File: config.mk
export PLATFORM = sky130hd
export DESIGN_NAME = flag_hazard_scheduler
export DESIGN_NICKNAME = d
export VERILOG_FILES = /design/src/rtl/flag_hazard_scheduler.sv
export SDC_FILE = /design/constraint.sdc
export NUM_CORES = 1
export LEC_CHECK = 0
export BUFFER_PORTS_ARGS = -buffer_cell sky130_fd_sc_hd__clkbuf_2
export CORE_AREA = 8 8 45 47
export CTS_CLUSTER_DIAMETER = 30
export DETAILED_ROUTE_END_ITERATION = 7
export DIE_AREA = 0 0 53 55
export PLACE_DENSITY = 0.59
export SETUP_SLACK_MARGIN = 0.5
export SLEW_MARGIN = 30
export SYNTH_ARGS = -nofsm -noshare
export SYNTH_HDL_FRONTEND = slang
export SYNTH_SLANG_ARGS = --single-unit
File: constraint.sdc
create_clock -name clk -period 4.1 [get_ports clk]
set_clock_uncertainty 0.05 [all_clocks]
set_input_delay 0.41 -clock clk [delete_from_list [all_inputs] [get_ports clk]]
set_output_delay 0.41 -clock clk [all_outputs]
set_load 0.02 [all_outputs]
File: src/rtl/flag_hazard_scheduler.sv
// flag_hazard_scheduler
//   Owns the NZCV status register and holds decode while a conditional
//   instruction would read flags that an older, still in-flight S=1
//   instruction has not yet written from EXE.
//
// Ports
//   clk, rst_n      rising-edge clock, async active-low reset
//   id_valid        decode holds a valid instruction
//   id_cond         decode condition field (0xE/0xF never read flags)
//   id_s            decode instruction sets flags
//   flush           squash everything younger than EXE (one cycle)
//   exe_s_wr        EXE writes flags this cycle
//   exe_flags       new flags {N,Z,C,V}
//   sr              architectural status register {N,Z,C,V}
//   chk_sr          flags forwarded to the condition checker
//   chk_cond        id_cond pass-through
//   id_stall        hold decode this cycle
//   pend_cnt        in-flight flag-writer count
//   underflow_err   sticky: EXE wrote flags with nothing in flight
module flag_hazard_scheduler #(
  parameter int MAX_PEND = 2,
  parameter int CNT_W    = 2
) (
  input  logic             clk,
  input  logic             rst_n,
  input  logic             id_valid,
  input  logic [3:0]       id_cond,
  input  logic             id_s,
  input  logic             flush,
  input  logic             exe_s_wr,
  input  logic [3:0]       exe_flags,
  output logic [3:0]       sr,
  output logic [3:0]       chk_sr,
  output logic [3:0]       chk_cond,
  output logic             id_stall,
  output logic [CNT_W-1:0] pend_cnt,
  output logic             underflow_err
);

  localparam logic [CNT_W-1:0] MAX_C = CNT_W'(MAX_PEND);

  logic             retire;
  logic [CNT_W-1:0] eff;
  logic             uncond;
  logic             hazard;
  logic             capacity;
  logic             iss;
  logic [CNT_W-1:0] cnt_nxt;

  // A writer leaving EXE this cycle no longer counts as in flight: its
  // flags reach the checker through the forwarding mux below. A write with
  // nothing pending is the underflow case and must not wrap the counter.
  assign retire   = exe_s_wr && (pend_cnt != '0);
  assign eff      = pend_cnt - CNT_W'(retire);

  // AL (0xE) and NV (0xF) both have cond[3:1] == 3'b111.
  assign uncond   = (id_cond[3:1] == 3'b111);
  assign hazard   = !uncond && (eff != '0);
  assign capacity = id_s && (eff == MAX_C);
  assign id_stall = id_valid && (hazard || capacity);

  // Stall is judged on pre-flush state; flush only discards the issue.
  assign iss      = id_valid && id_s && !id_stall && !flush;

  // capacity guarantees eff + iss never exceeds MAX_PEND.
  assign cnt_nxt  = flush ? '0 : (eff + CNT_W'(iss));

  assign chk_sr   = exe_s_wr ? exe_flags : sr;
  assign chk_cond = id_cond;

  always_ff @(posedge clk or negedge rst_n) begin
    if (!rst_n) begin
      sr            <= '0;
      pend_cnt      <= '0;
      underflow_err <= 1'b0;
    end else begin
      // flush squashes younger instructions only; the EXE write still lands.
      if (exe_s_wr) sr <= exe_flags;
      pend_cnt <= cnt_nxt;
      if (exe_s_wr && (pend_cnt == '0) && !flush) underflow_err <= 1'b1;
    end
  end

endmodule

# == Word level (Yosys, flattened, before mapping) ==
# Cells that the tools add are included.
# op_classes
add_sub_neg,2
n_mul,0
div,0
n_lt_le_gt_ge,0
n_eq_ne,2
shifts,0
mux,2
n_bitwise,0
reduce_logical,16
# ops
operator,n
$logic_and A1 B1 Y1,9
$mux W4,1
$reduce_bool A2 Y1,2
$eq A3 B3 Y1 const B,1
$logic_not A1 Y1,3
$add A2 B1 Y2,1
$eq A2 B2 Y1 const B,1
$logic_not A2 Y1,1
$mux W2,1
$sub A2 B1 Y2,1
$logic_or A1 B1 Y1,1
# totals
reg_bits,7
latch_bits,0
mem_bits_rw,0
romBits,0
inputBits,14
output_inout_bits,16
elab_cells,25
mem_count,0

# == Depth between registers and ports, before layout ==
# logic_depth
depth_word,12
depth_mapped,7
mapped_depth_nobuf,7

# == Least setup slack after synthesis ==
# Ideal clock, no wire load.
# synth_path
path_kind,register to register
startpoint,register pend_cnt[1]
endpoint,register pend_cnt[1]
setup_ns,0.072
arrival_time_ns,1.830
t_required_ns,3.978
setup_slack_ns,2.148
path_stages_with_launch,8
n_path_buf,0
period_less_slack_ns,1.952
path_cell_list,dfrtp_1 o21a_1 ha_1 nand4b_1 a211oi_1 ha_1 xnor3_1 nor2_1
# synth_via
elab_chain_len,12
word_cells_on_any_way,14
cone_classes,2 x add/sub; 1 x eq/ne; 1 x mux; 10 x reduce/logical
# synth_rtl
element,line,rtl
start: declaration,36,"output logic [CNT_W-1:0] pend_cnt,"
start signal: assignment,79,pend_cnt <= cnt_nxt;
$reduce_bool A2 Y1,53,assign retire = exe_s_wr && (pend_cnt != '0);
$logic_and A1 B1 Y1,53,
$sub A2 B1 Y2 (*),54,assign eff = pend_cnt - CNT_W'(retire);
$eq A2 B2 Y1 / $reduce_bool A2 Y1 (equally long branches),"59, 58",
$logic_and A1 B1 Y1 (on tied branches),"59, 58",
$logic_or A1 B1 Y1,60,assign id_stall = id_valid && (hazard || capacity);
$logic_and A1 B1 Y1,60,
$logic_not A1 Y1,63,assign iss = id_valid && id_s && !id_stall && !flush;
$logic_and A1 B1 Y1 (2 in a row),63,
$add A2 B1 Y2 (*),66,assign cnt_nxt = flush ? '0 : (eff + CNT_W'(iss));
$mux W2 (*),66,
named net cnt_nxt[1],48,logic [CNT_W-1:0] cnt_nxt;
# Mark *: on every way through the listed nets, which the timed path passes. The rest lies on a longest branch.
# A chain may end at the register's enable or synchronous reset.

# == Worst setup path in the final report ==
# layout_path
startpoint,register pend_cnt[1]
endpoint,output port id_stall
# layout_via
elab_chain_len,7
word_cells_on_any_way,9
cone_classes,1 x add/sub; 1 x eq/ne; 7 x reduce/logical
# layout_rtl
element,line,rtl
$reduce_bool A2 Y1,53,
$logic_and A1 B1 Y1,53,
$sub A2 B1 Y2 (*),54,
$eq A2 B2 Y1 / $reduce_bool A2 Y1 (equally long branches),"59, 58",
$logic_and A1 B1 Y1 (on tied branches),"59, 58",
$logic_or A1 B1 Y1 (*),60,
$logic_and A1 B1 Y1 (*),60,
end: declaration,35,"output logic id_stall,"
# Every way passes the cells marked *; elsewhere a longest branch is shown, timed or not.

==> results.toml <==
[routing]
totalWireLength_um = 971
ant_nets = 0
viasPerCell = 4.63
wl_per_cell_um = 12.8
vias = 352
drc = 0
dr.pass1.iters = 2
drt_iter0_drc = 4

[synthesis]
synthFlopType = "dfrtp_1"
syn_area_per_cell_um2 = 12.1
ys_seq_area_share_pct = 45.2
synth_seq_cells = 7
synth_top_area_share_pct = 45.2
synth.most_common_cell = "dfrtp_1"
synth_nets = 48
yosysUniqueCellTypes = 18
async_flop_share_pct = 100
synth_edf_count = 0
synth_area_leaders = "dfrtp_1 (45%), mux2_2 (12%), buf_4 (7.7%)"
synth_top_area_cell = "dfrtp_1"
syn_area_um2 = 388
netlist_top_cells_count = "dfrtp_1 (7), buf_4 (4), mux2_2 (4)"
synth_cells = 32
yosysWarnings = 0

[placement]
place_ws_ns = 2.05
dp_hpwl_um = 859
port_buffers = 27
routabilityCongestion = 0.732

[power_and_ir_drop]
peakVddDrop_mv = 0.239
p_leak_uw = 0.000298
power_density_nw_per_um2 = 510
finalPower_uw = 280

[worst_setup_path]
cp-endpoint = "id_stall"
r2r_start = "pend_cnt[1]"
cp.arrival_ns = 1.71
r2r_slack_ns = 2.13
path_class = "flip-flop to output port"
worst_setup_path_start_kind = "flip-flop"
cp.required_ns = 3.64
cp-startpoint = "pend_cnt[1]"
crit_fanout = 5
r2r_cells = 7
r2r-end = "pend_cnt[1]"
end_kind = "output port"

[clock_tree]
cts_resized = 0
clk_pin_slew_ns = 0.05
clkSinkCount = 7
clock_latency_ns = 0.25
clockRootBuffer = "clkbuf_4"
htreeDepth = 1
clock_path_buffers = 2
tritoncts = "yes"
cts-buffers-inserted = 3

[timing]
rsz0062_at_grt = "false"
hold_viol = 0
tightest_slew_ns = 0.215
fin_ws_ns = 1.93
finalSetupViolations = 0
slew_headroom_pct = 85.5
fin_crit_sh_pct = 53.0
min_period_ns = 2.17
final_max_slew_viol_count = 0
finalSetupTns_ns = 0
timing.fmax_ghz = 0.460

[global_routing]
grt_pass1_vias = 402
grt_usage_pct = 8.36
grt_first_pass_wirelength_um = 1720
grt.overflow.total = 0
antenna_found_initial = 0
grt_max_degree = 8

[finish]
n_antenna_cell = 0
syn_to_final_growth_pct = 41.6
drive_gt1_share_pct = 60.0
nets = 77

[die]
pin_count = 30
dieArea_um2 = 2920
coreArea_um2 = 1380
row_count = 14
fp.dieH_um = 55
dieWidth_um = 53
initial_core_util_pct = 28.0

[hold_path]
hold_path_class = "input port to flip-flop"

[job]
maxCapViolCount = 0

[status]
run_status = "finished clean"
worst min-delay path by stage:
| stage | startpoint | endpoint | slack [ns] | cells past startpoint |
|---|---|---|---|---|
| after floorplan | rst_n | pend_cnt[0] | 0.06 | 0 |
| after global placement | rst_n | sr[3] | 0.20 | 1 |
| after detailed placement | rst_n | sr[3] | 0.21 | 1 |
| after CTS | flush | pend_cnt[0] | 0.32 | 2 |
| after global routing | flush | pend_cnt[0] | 0.32 | 2 |
| final | flush | pend_cnt[0] | 0.33 | 2 |
cell type report:
| type | count | area [um^2] |
|---|---|---|
| fillers | 143 | 835 |
| clock buffers | 4 | 26.3 |
| flip-flops and latches | 7 | 175 |
| inverters | 2 | 7.51 |
| repair buffers | 28 | 145 |
| multi-input cells | 19 | 175 |
| well taps | 16 | 20.0 |
flip-flops by register name, summed over array words and instances (netlist names):
name,flops
sr,4
pend_cnt,2
underflow_err,1
worst max-delay path: stages, from the launching register on:
cell      delay, ns
dfrtp_1        0.42
o21a_1         0.20
ha_1           0.32
and2_1         0.17
o211a_1        0.21
clkbuf_2       0.15
per-layer routing:
layer / track usage, % / vias up / share of wire [%]
li1: - / 165 / -
met3: 5.88 / 2 / 23
met2: 12.1 / 30 / 37
met4: 6.47 / 0 / 2.6
met1: 8.19 / 155 / 37
met5: 0 / - / 0
what timing repair did:
item | in CTS | in global routing
buffers inserted | 0 | 0
endpoints found under the hold margin | 7 | 0
setup endpoints to repair | 0 | 0
hold buffers | 1 | 0
cell usage in the layout (no fill, tap or decap):
master,synthesis,routed
a211oi_1,1,1
and2_1,1,1
clkbuf_1,0,1
clkbuf_2,0,27
clkbuf_4,0,3
dfrtp_1,7,7
dlygate4sd3_1,0,1
ha_1,2,2
inv_1,2,2
mux2_2,4,4
nand2_1,1,1
nand2b_2,1,1
nand3_1,1,1
nand4b_1,1,1
nor2_1,1,1
nor2b_1,1,1
nor4b_1,1,1
o211a_1,1,1
o21a_1,1,1
or2_2,1,1
xnor3_1,1,1
cell families (layout without fill, tap and decap cells):
group | count (synthesis) | in the layout | synth area share [%]
and+or+nand+nor | 9 | 9 | 14.8
DFF | 7 | 7 | 45.2
buffers and inverters | 6 | 34 | 9.68
muxes | 4 | 4 | 11.6
AOI/OAI and AO/OA | 3 | 3 | 6.45
adders and majority gates | 2 | 2 | 6.45
xor gates and xnor gates | 1 | 1 | 5.81
power by group:
group	switching [uW]	total, uW	internal, uW
combinational	65.4	129	63.4
clock	23.8	60.8	37.0
sequential	10.3	90.6	80.4
total	99.4	280	181
through the flow:
stage | hold slack (ns) | util (%) | area [um^2] | cells
2_1_floorplan | 0.0644 | - | 388 | 32
3_3_place_gp | 0.204 | 37.1 | 513 | 71
3_5_place_dp | 0.206 | 37.1 | 513 | 71
4_1_cts | 0.317 | 39.7 | 549 | 76
5_1_grt | 0.317 | 39.7 | 549 | 76
6_report | 0.327 | 39.7 | 549 | 76
No activity file was read; power rests on OpenSTA's default activity.
